`src/rtl/music_pkg.sv`:
```
// Shared constants for the tone generator path: note word width, arbiter state
// encodings and the rest (silent) note.
package music_pkg;

   localparam int NOTE_W = 15;

   typedef logic [1:0] state_t;

   localparam state_t IDLE = 2'd0;
   localparam state_t PLAY = 2'd1;
   localparam state_t GAP  = 2'd2;

   localparam logic [NOTE_W-1:0] REST_NOTE = '0;

endpackage

```
`src/rtl/tone_arbiter_if.sv`:
```
// Bundle between the note sources and the arbiter. The sources form the master
// side; the arbiter is the slave and returns grant, note and busy.
interface tone_arbiter_if #(
   parameter int N_REQ  = 3,
   parameter int NOTE_W = 15
) ();

   logic [N_REQ-1:0]        req;
   logic [N_REQ*NOTE_W-1:0] req_note;
   logic [N_REQ-1:0]        grant;
   logic [NOTE_W-1:0]       notetime;
   logic                    busy;

   modport master (
      output req,
      output req_note,
      input  grant,
      input  notetime,
      input  busy
   );

   modport slave (
      input  req,
      input  req_note,
      output grant,
      output notetime,
      output busy
   );

endinterface

```
`src/rtl/tone_arbiter_prio_onehot.sv`:
```
// Fixed-priority encoder: the lowest set index of req wins. Returns the winner
// as a one-hot vector plus a flag that any request is present.
module prio_onehot #(
   parameter int N = 3
) (
   input  logic [N-1:0] req,
   output logic [N-1:0] onehot,
   output logic         valid
);

   always_comb begin
      onehot = '0;
      valid  = 1'b0;
      for (int i = 0; i < N; i++) begin
         if (req[i] && !valid) begin
            onehot[i] = 1'b1;
            valid     = 1'b1;
         end
      end
   end

endmodule

```
`src/rtl/tone_arbiter.sv`:
```
// Shares the single Music tone generator among several note sources with
// fixed priority, a minimum-hold window and a forced silence gap on hand-over.
//
//  state | meaning
//  IDLE  | no owner, generator silent, busy low
//  PLAY  | one owner drives the generator; hold counts up to MIN_HOLD
//  GAP   | forced silence after an owner change; gap counts to GAP_CYCLES-1
module tone_arbiter #(
   parameter int N_REQ      = 3,
   parameter int NOTE_W     = 15,
   parameter int MIN_HOLD   = 120000,
   parameter int GAP_CYCLES = 12000
) (
   input logic           clk12MHz,
   input logic           reset,
   tone_arbiter_if.slave bus
);

   import music_pkg::*;

   localparam int HOLD_W = $clog2(MIN_HOLD + 1);
   localparam int GAP_W  = $clog2(GAP_CYCLES + 1);

   localparam logic [HOLD_W-1:0] HOLD_MAX = HOLD_W'(MIN_HOLD);
   localparam logic [GAP_W-1:0]  GAP_LAST = GAP_W'(GAP_CYCLES - 1);
   localparam logic [NOTE_W-1:0] SILENT   = NOTE_W'(REST_NOTE);

   state_t              state_q, state_d;
   logic [N_REQ-1:0]    grant_q, grant_d;
   logic [NOTE_W-1:0]   notetime_q, notetime_d;
   logic                busy_q, busy_d;
   logic [HOLD_W-1:0]   hold_q, hold_d;
   logic [GAP_W-1:0]    gap_q, gap_d;

   logic [N_REQ-1:0]    win_oh;
   logic                win_vld;
   logic [NOTE_W-1:0]   win_note;
   logic [NOTE_W-1:0]   own_note;
   logic                owner_req;
   logic                higher_req;
   logic                hold_done;

   prio_onehot #(.N(N_REQ)) u_prio (
      .req    (bus.req),
      .onehot (win_oh),
      .valid  (win_vld)
   );

   // One-hot selects make the note muxes a plain AND-OR over the packed bus.
   always_comb begin
      win_note = SILENT;
      own_note = SILENT;
      for (int i = 0; i < N_REQ; i++) begin
         if (win_oh[i])  win_note = win_note | bus.req_note[i*NOTE_W +: NOTE_W];
         if (grant_q[i]) own_note = own_note | bus.req_note[i*NOTE_W +: NOTE_W];
      end
   end

   // grant_q - 1 masks exactly the indices above the owner in priority.
   assign owner_req  = |(bus.req & grant_q);
   assign higher_req = |(bus.req & (grant_q - N_REQ'(1)));
   assign hold_done  = (hold_q == HOLD_MAX);

   always_ff @(posedge clk12MHz) begin
      if (reset) begin
         state_q    <= IDLE;
         grant_q    <= '0;
         notetime_q <= SILENT;
         busy_q     <= 1'b0;
         hold_q     <= '0;
         gap_q      <= '0;
      end else begin
         state_q    <= state_d;
         grant_q    <= grant_d;
         notetime_q <= notetime_d;
         busy_q     <= busy_d;
         hold_q     <= hold_d;
         gap_q      <= gap_d;
      end
   end

   always_comb begin
      state_d = state_q;
      case (state_q)
         IDLE: begin
            if (win_vld) state_d = PLAY;
         end
         PLAY: begin
            if (!owner_req || (higher_req && hold_done)) state_d = GAP;
         end
         GAP: begin
            if (gap_q == GAP_LAST) state_d = win_vld ? PLAY : IDLE;
         end
         default: state_d = IDLE;
      endcase
   end

   always_comb begin
      grant_d    = grant_q;
      notetime_d = notetime_q;
      busy_d     = busy_q;
      hold_d     = hold_q;
      gap_d      = gap_q;
      if (state_q == PLAY) begin
         if (state_d == GAP) begin
            grant_d    = '0;
            notetime_d = SILENT;
            busy_d     = 1'b1;
            gap_d      = '0;
         end else begin
            notetime_d = own_note;
            hold_d     = hold_done ? hold_q : hold_q + HOLD_W'(1);
         end
      end else begin
         // IDLE and the last GAP cycle arbitrate identically.
         if (state_d == PLAY) begin
            grant_d    = win_oh;
            notetime_d = win_note;
            busy_d     = 1'b1;
            hold_d     = '0;
         end else if (state_d == GAP) begin
            grant_d    = '0;
            notetime_d = SILENT;
            busy_d     = 1'b1;
            gap_d      = gap_q + GAP_W'(1);
         end else begin
            grant_d    = '0;
            notetime_d = SILENT;
            busy_d     = 1'b0;
         end
      end
   end

   assign bus.grant    = grant_q;
   assign bus.notetime = notetime_q;
   assign bus.busy     = busy_q;

endmodule

```
`src/flat_wrapper.sv`:
```
// flat-port wrapper written by rule: the top's interface ports become plain ports
module tone_arbiter_flat import music_pkg::*;
#(
   parameter int N_REQ      = 3,
   parameter int NOTE_W     = 15,
   parameter int MIN_HOLD   = 120000,
   parameter int GAP_CYCLES = 12000
)
  (clk12MHz, reset, bus_req, bus_req_note, bus_grant, bus_notetime, bus_busy);
  tone_arbiter_if #(.N_REQ(N_REQ), .NOTE_W(NOTE_W)) bus_i ();
  input logic clk12MHz;
  input logic reset;
  input wire logic [$bits(bus_i.req)-1:0] bus_req;
  input wire logic [$bits(bus_i.req_note)-1:0] bus_req_note;
  output wire logic [$bits(bus_i.grant)-1:0] bus_grant;
  output wire logic [$bits(bus_i.notetime)-1:0] bus_notetime;
  output wire logic [$bits(bus_i.busy)-1:0] bus_busy;
  assign bus_i.req = bus_req;
  assign bus_i.req_note = bus_req_note;
  assign bus_grant = bus_i.grant;
  assign bus_notetime = bus_i.notetime;
  assign bus_busy = bus_i.busy;
  tone_arbiter #(.N_REQ(N_REQ), .NOTE_W(NOTE_W), .MIN_HOLD(MIN_HOLD), .GAP_CYCLES(GAP_CYCLES)) u_core (.clk12MHz(clk12MHz), .reset(reset), .bus(bus_i));
endmodule
```
`config.mk`:
```
export PLATFORM = sky130hd
export DESIGN_NAME = tone_arbiter_flat
export DESIGN_NICKNAME = d
export VERILOG_FILES = /design/src/rtl/music_pkg.sv /design/src/rtl/tone_arbiter_if.sv /design/src/rtl/tone_arbiter_prio_onehot.sv /design/src/rtl/tone_arbiter.sv /design/src/flat_wrapper.sv
export SDC_FILE = /design/constraint.sdc
export NUM_CORES = 1
export LEC_CHECK = 0
export ABC_CLOCK_PERIOD_IN_PS = 5700
export BUFFER_PORTS_ARGS = -buffer_cell sky130_fd_sc_hd__buf_4
export CAP_MARGIN = 0
export CORE_AREA = 2 2 94 96
export DETAILED_ROUTE_END_ITERATION = 7
export DIE_AREA = 0 0 96 98
export GPL_ROUTABILITY_DRIVEN = 0
export HOLD_SLACK_MARGIN = 0.12
export PLACE_DENSITY_LB_ADDON = 0.2
export SLEW_MARGIN = 10
export SYNTH_ARGS = -nofsm -noshare
export SYNTH_HDL_FRONTEND = slang
export SYNTH_SLANG_ARGS = --single-unit
```
`constraint.sdc`:
```
create_clock -name clk12MHz -period 5.7 [get_ports clk12MHz]
set_input_delay 0.285 -clock clk12MHz [delete_from_list [all_inputs] [get_ports clk12MHz]]
set_output_delay 0.285 -clock clk12MHz [all_outputs]
set_load 0.02 [all_outputs]
```
==> impl_results.md <==
- Cell count after synthesis: 270
- Share of cells above drive strength 1: 0.261
- TritonCTS Sinks: 52
- Setup TNS: 0 ns
- #FFs+latches synth: 52
- Layout net count: 388
- Final wirelength: 5.83 mm
- Count of standard-cell rows: 34
- Number of distinct library cells after synthesis: 48
- Height of the chip: 98 µm
- Detail-routed net length per standard cell: 13.2 µm
- Std-Cell Core Area: 0.00847 mm²
- Setup crit end kind: register
- Critical Path Start Type: register
- Detailed-routing iteration count for the pre-antenna-repair pass: 5
- CTS-repair resized insts: 0
- Post-synthesis area per instance: 9.09 µm²
- Time the worst path needs with I/O delays and setup: 3.44 ns
- Post-place instance area: 0.00303 mm²
- Global-route total usage across every layer: 0.134
- Area of the die: 0.00941 mm²
- Critical Path Fanout Max: 16
- Syn Nets: 326
- Deepest level of the CTS H-tree: 2
- Vias in the first global route: 2178
- Post-CTS repair timing setup buffer count: 0
- Diode count: 0
- Count of fill cells added during filler insertion: 887
- Count of buffers inserted at the top-level ports: 68
- Highest achievable clock rate: 0.291 GHz
- Number of routed nets with antenna violations: 0
- Post-route standard cell area excluding fillers: 0.00316 mm²
- TritonCTS clock tree: yes
- Cells along the critical path: inv_1 > ha_1 > inv_1 > a222oi_1 > o21bai_1 > a221o_1 > ha_1 > o31ai_2 > a222oi_1 > nor2_1
- Width of the chip: 96 µm
- Max stage delay cell, worst path: o31ai_2
- Antenna violations before repair: 0
- Congestion Overflow GR: 0
- Critical Path Max Stage Delay: 0.99 ns
- Final HPWL DP: 4.29 mm
- Max Cap Viol: 0
- Crit path arrival time: 3.68 ns
- Total power density per cell area: 355 mW/mm²
- Post-synthesis async set-or-reset flop share: 0
- Synth Warn #: 0
- Synthesized area: 0.00245 mm²
- Hold buffer count at CTS: 0
- Ratio of routed vias to standard cells: 5.01
- Outcome: completed
- Clock-pin slew of the registers on the worst-case setup and hold paths: 0.10 ns
- Max Root-Sink Buffers: 2
- Worst VDD drop: 0.000144 V
- Area Growth Syn to Fin: 28.5%
- Pin count of the biggest net entering global routing: 28
- Data required, critical path: 5.94 ns
- First DRT Iteration DRCs: 135
- Worst Skew: 0.0114 ns
- Tightest slew margin relative to the limit: 0.232
- Final clock period utilization by the worst path: 0.604
- Dominant register cell in the synthesized netlist: dfxtp_1
- Final-report setup violation count: 0
- Max Slew Vio Count: 0
- Static leakage: 1.24 nW
- Wire length of the first global-routing pass: 10.1 mm
- Top Ports: 69
- Number of vias in the routed layout: 2211
- Starting utilization of the core area: 0.290
- Min-Delay Path Class: primary input to register
- Worst Setup Path Type: register to register
- Post-synth EDFFs: 0
- Worst hold-check slack: 0.217 ns
- Slew at the pin closest to its max-slew limit: 1.14 ns
- Final-report hold violation count: 0
- Number of DRC violations after detailed routing: 0
- Worst skew pair latency: 0.30 ns
- Proportion of synthesized chip area in sequential cells: 0.424
- CTS root buf: clkbuf_8
- Number of buffers added by the clock tree synthesis step: 5
- Unrepaired setup endpoints after global routing: false
-- cells in the final DEF, fill, tap and decap left out, types with 2 or more instances in the layout --
| cell type | n |
|---|---|
| a211oi_1 | 2 |
| nor4_1 | 2 |
| inv_1 | 8 |
| mux2i_1 | 2 |
| a222oi_1 | 17 |
| and4_1 | 2 |
| o21ai_0 | 8 |
| nor2_1 | 40 |
| a21oi_1 | 11 |
| nand3_1 | 9 |
| nand4_1 | 10 |
| buf_4 | 68 |
| a21oi_2 | 2 |
| nand2_1 | 13 |
| nor3_1 | 3 |
| ha_1 | 6 |
| clkbuf_8 | 7 |
| xor2_1 | 18 |
| and2_1 | 5 |
| o31ai_2 | 2 |
| dfxtp_1 | 52 |
| nand4b_1 | 2 |
| nor2b_1 | 4 |
| and3_1 | 6 |
| o2111ai_1 | 3 |
| or3_1 | 9 |
-- Yosys cell counts, drive strengths merged (2+ instances only) --
cell type  count  share of area
dfxtp         52           0.42
nor2          41          0.069
xor2          18          0.064
a222oi        17          0.069
a21oi         13          0.030
nand2         13          0.020
nand4         11          0.031
inv            9          0.014
nand3          9          0.018
o21ai          9          0.018
or3            9          0.023
buf            8          0.021
and3           6          0.015
ha             6          0.031
and2           5          0.013
clkbuf         5         0.0076
nor2b          4          0.010
a211oi         3          0.011
nor3           3         0.0061
nor4           3          0.010
o2111ai        3          0.011
o31ai          3          0.013
and4           2         0.0071
mux2i          2         0.0082
nand4b         2         0.0071
-- cells by family after synthesis --
logic type | after synthesis | synth area share
AOI/OAI and AO/OA | 54 | 0.173
adders and majority gates | 6 | 0.0306
DFF | 52 | 0.424
buffers and inverters | 22 | 0.0428
muxes | 2 | 0.00816
and+or+nand+nor | 115 | 0.254
xor gates and xnor gates | 19 | 0.0678
-- registers in the layout, indices dropped and copies added (netlist names) --
register             flops
u_core.hold_q           17
u_core.bus.notetime     15
u_core.gap_q            14
u_core.bus.grant         3
u_core.state_q           2
u_core.bus.busy          1
-- metal layers --
metal  GRT usage  wire, µm  vias up
li1            -         -     1120
met1       0.169      2560     1029
met2       0.217      2800       57
met3      0.0448       400        5
met4      0.0396        76        0
met5           0         0        -
-- final cells by class --
| cell class | instances | area [µm²] | share of cell area |
|---|---|---|---|
| timing repair buffer | 68 | 510 | 0.162 |
| multi-input combinational | 196 | 1310 | 0.415 |
| tap | 108 | 135 | 0.0428 |
| clock inverter | 1 | 30.0 | 0.00952 |
| inverter | 9 | 33.8 | 0.0107 |
| clock buffer | 7 | 96.3 | 0.0305 |
| sequential | 52 | 1040 | 0.330 |
-- through the flow --
step                utilization  worst slack (ns)  total power, mW  instances
floorplan                     -              2.85            0.754        270
global placement          0.358              2.26            0.861        433
detailed placement        0.358              2.22            0.862        433
CTS                       0.373              2.20             1.14        441
global route              0.373              1.95             1.20        441
finish                    0.373              2.26             1.12        441
-- worst paths after layout --
| path | startpoint | end | slack [ns] | cells past startpoint |
|---|---|---|---|---|
| max | u_core.bus.grant[0] | u_core.bus.notetime[12] | 2.26 | 10 |
| min reg2reg | u_core.hold_q[15] | u_core.hold_q[15] | 0.51 | 2 |
| max reg2reg | u_core.bus.grant[0] | u_core.bus.notetime[12] | 2.26 | 10 |
| min | bus_req_note[30] | u_core.bus.notetime[0] | 0.22 | 3 |
-- report_power, final --
group / internal [mW] / leakage (nW) / switching, mW
Combinational: 0.162 / 0.751 / 0.258
Clock: 0.155 / 0.0645 / 0.117
Sequential: 0.404 / 0.421 / 0.0247
-- worst max-delay path, delay by kind of cell (launching register included) --
| family | cells | cell delay [ns] |
|---|---|---|
| adders and majority gates | 2 | 0.65 |
| DFF | 1 | 0.36 |
| and+or+nand+nor | 1 | 0.15 |
| buffers and inverters | 2 | 0.12 |
| AOI/OAI and AO/OA | 5 | 2.08 |
Power figures use the tool's default switching activity.
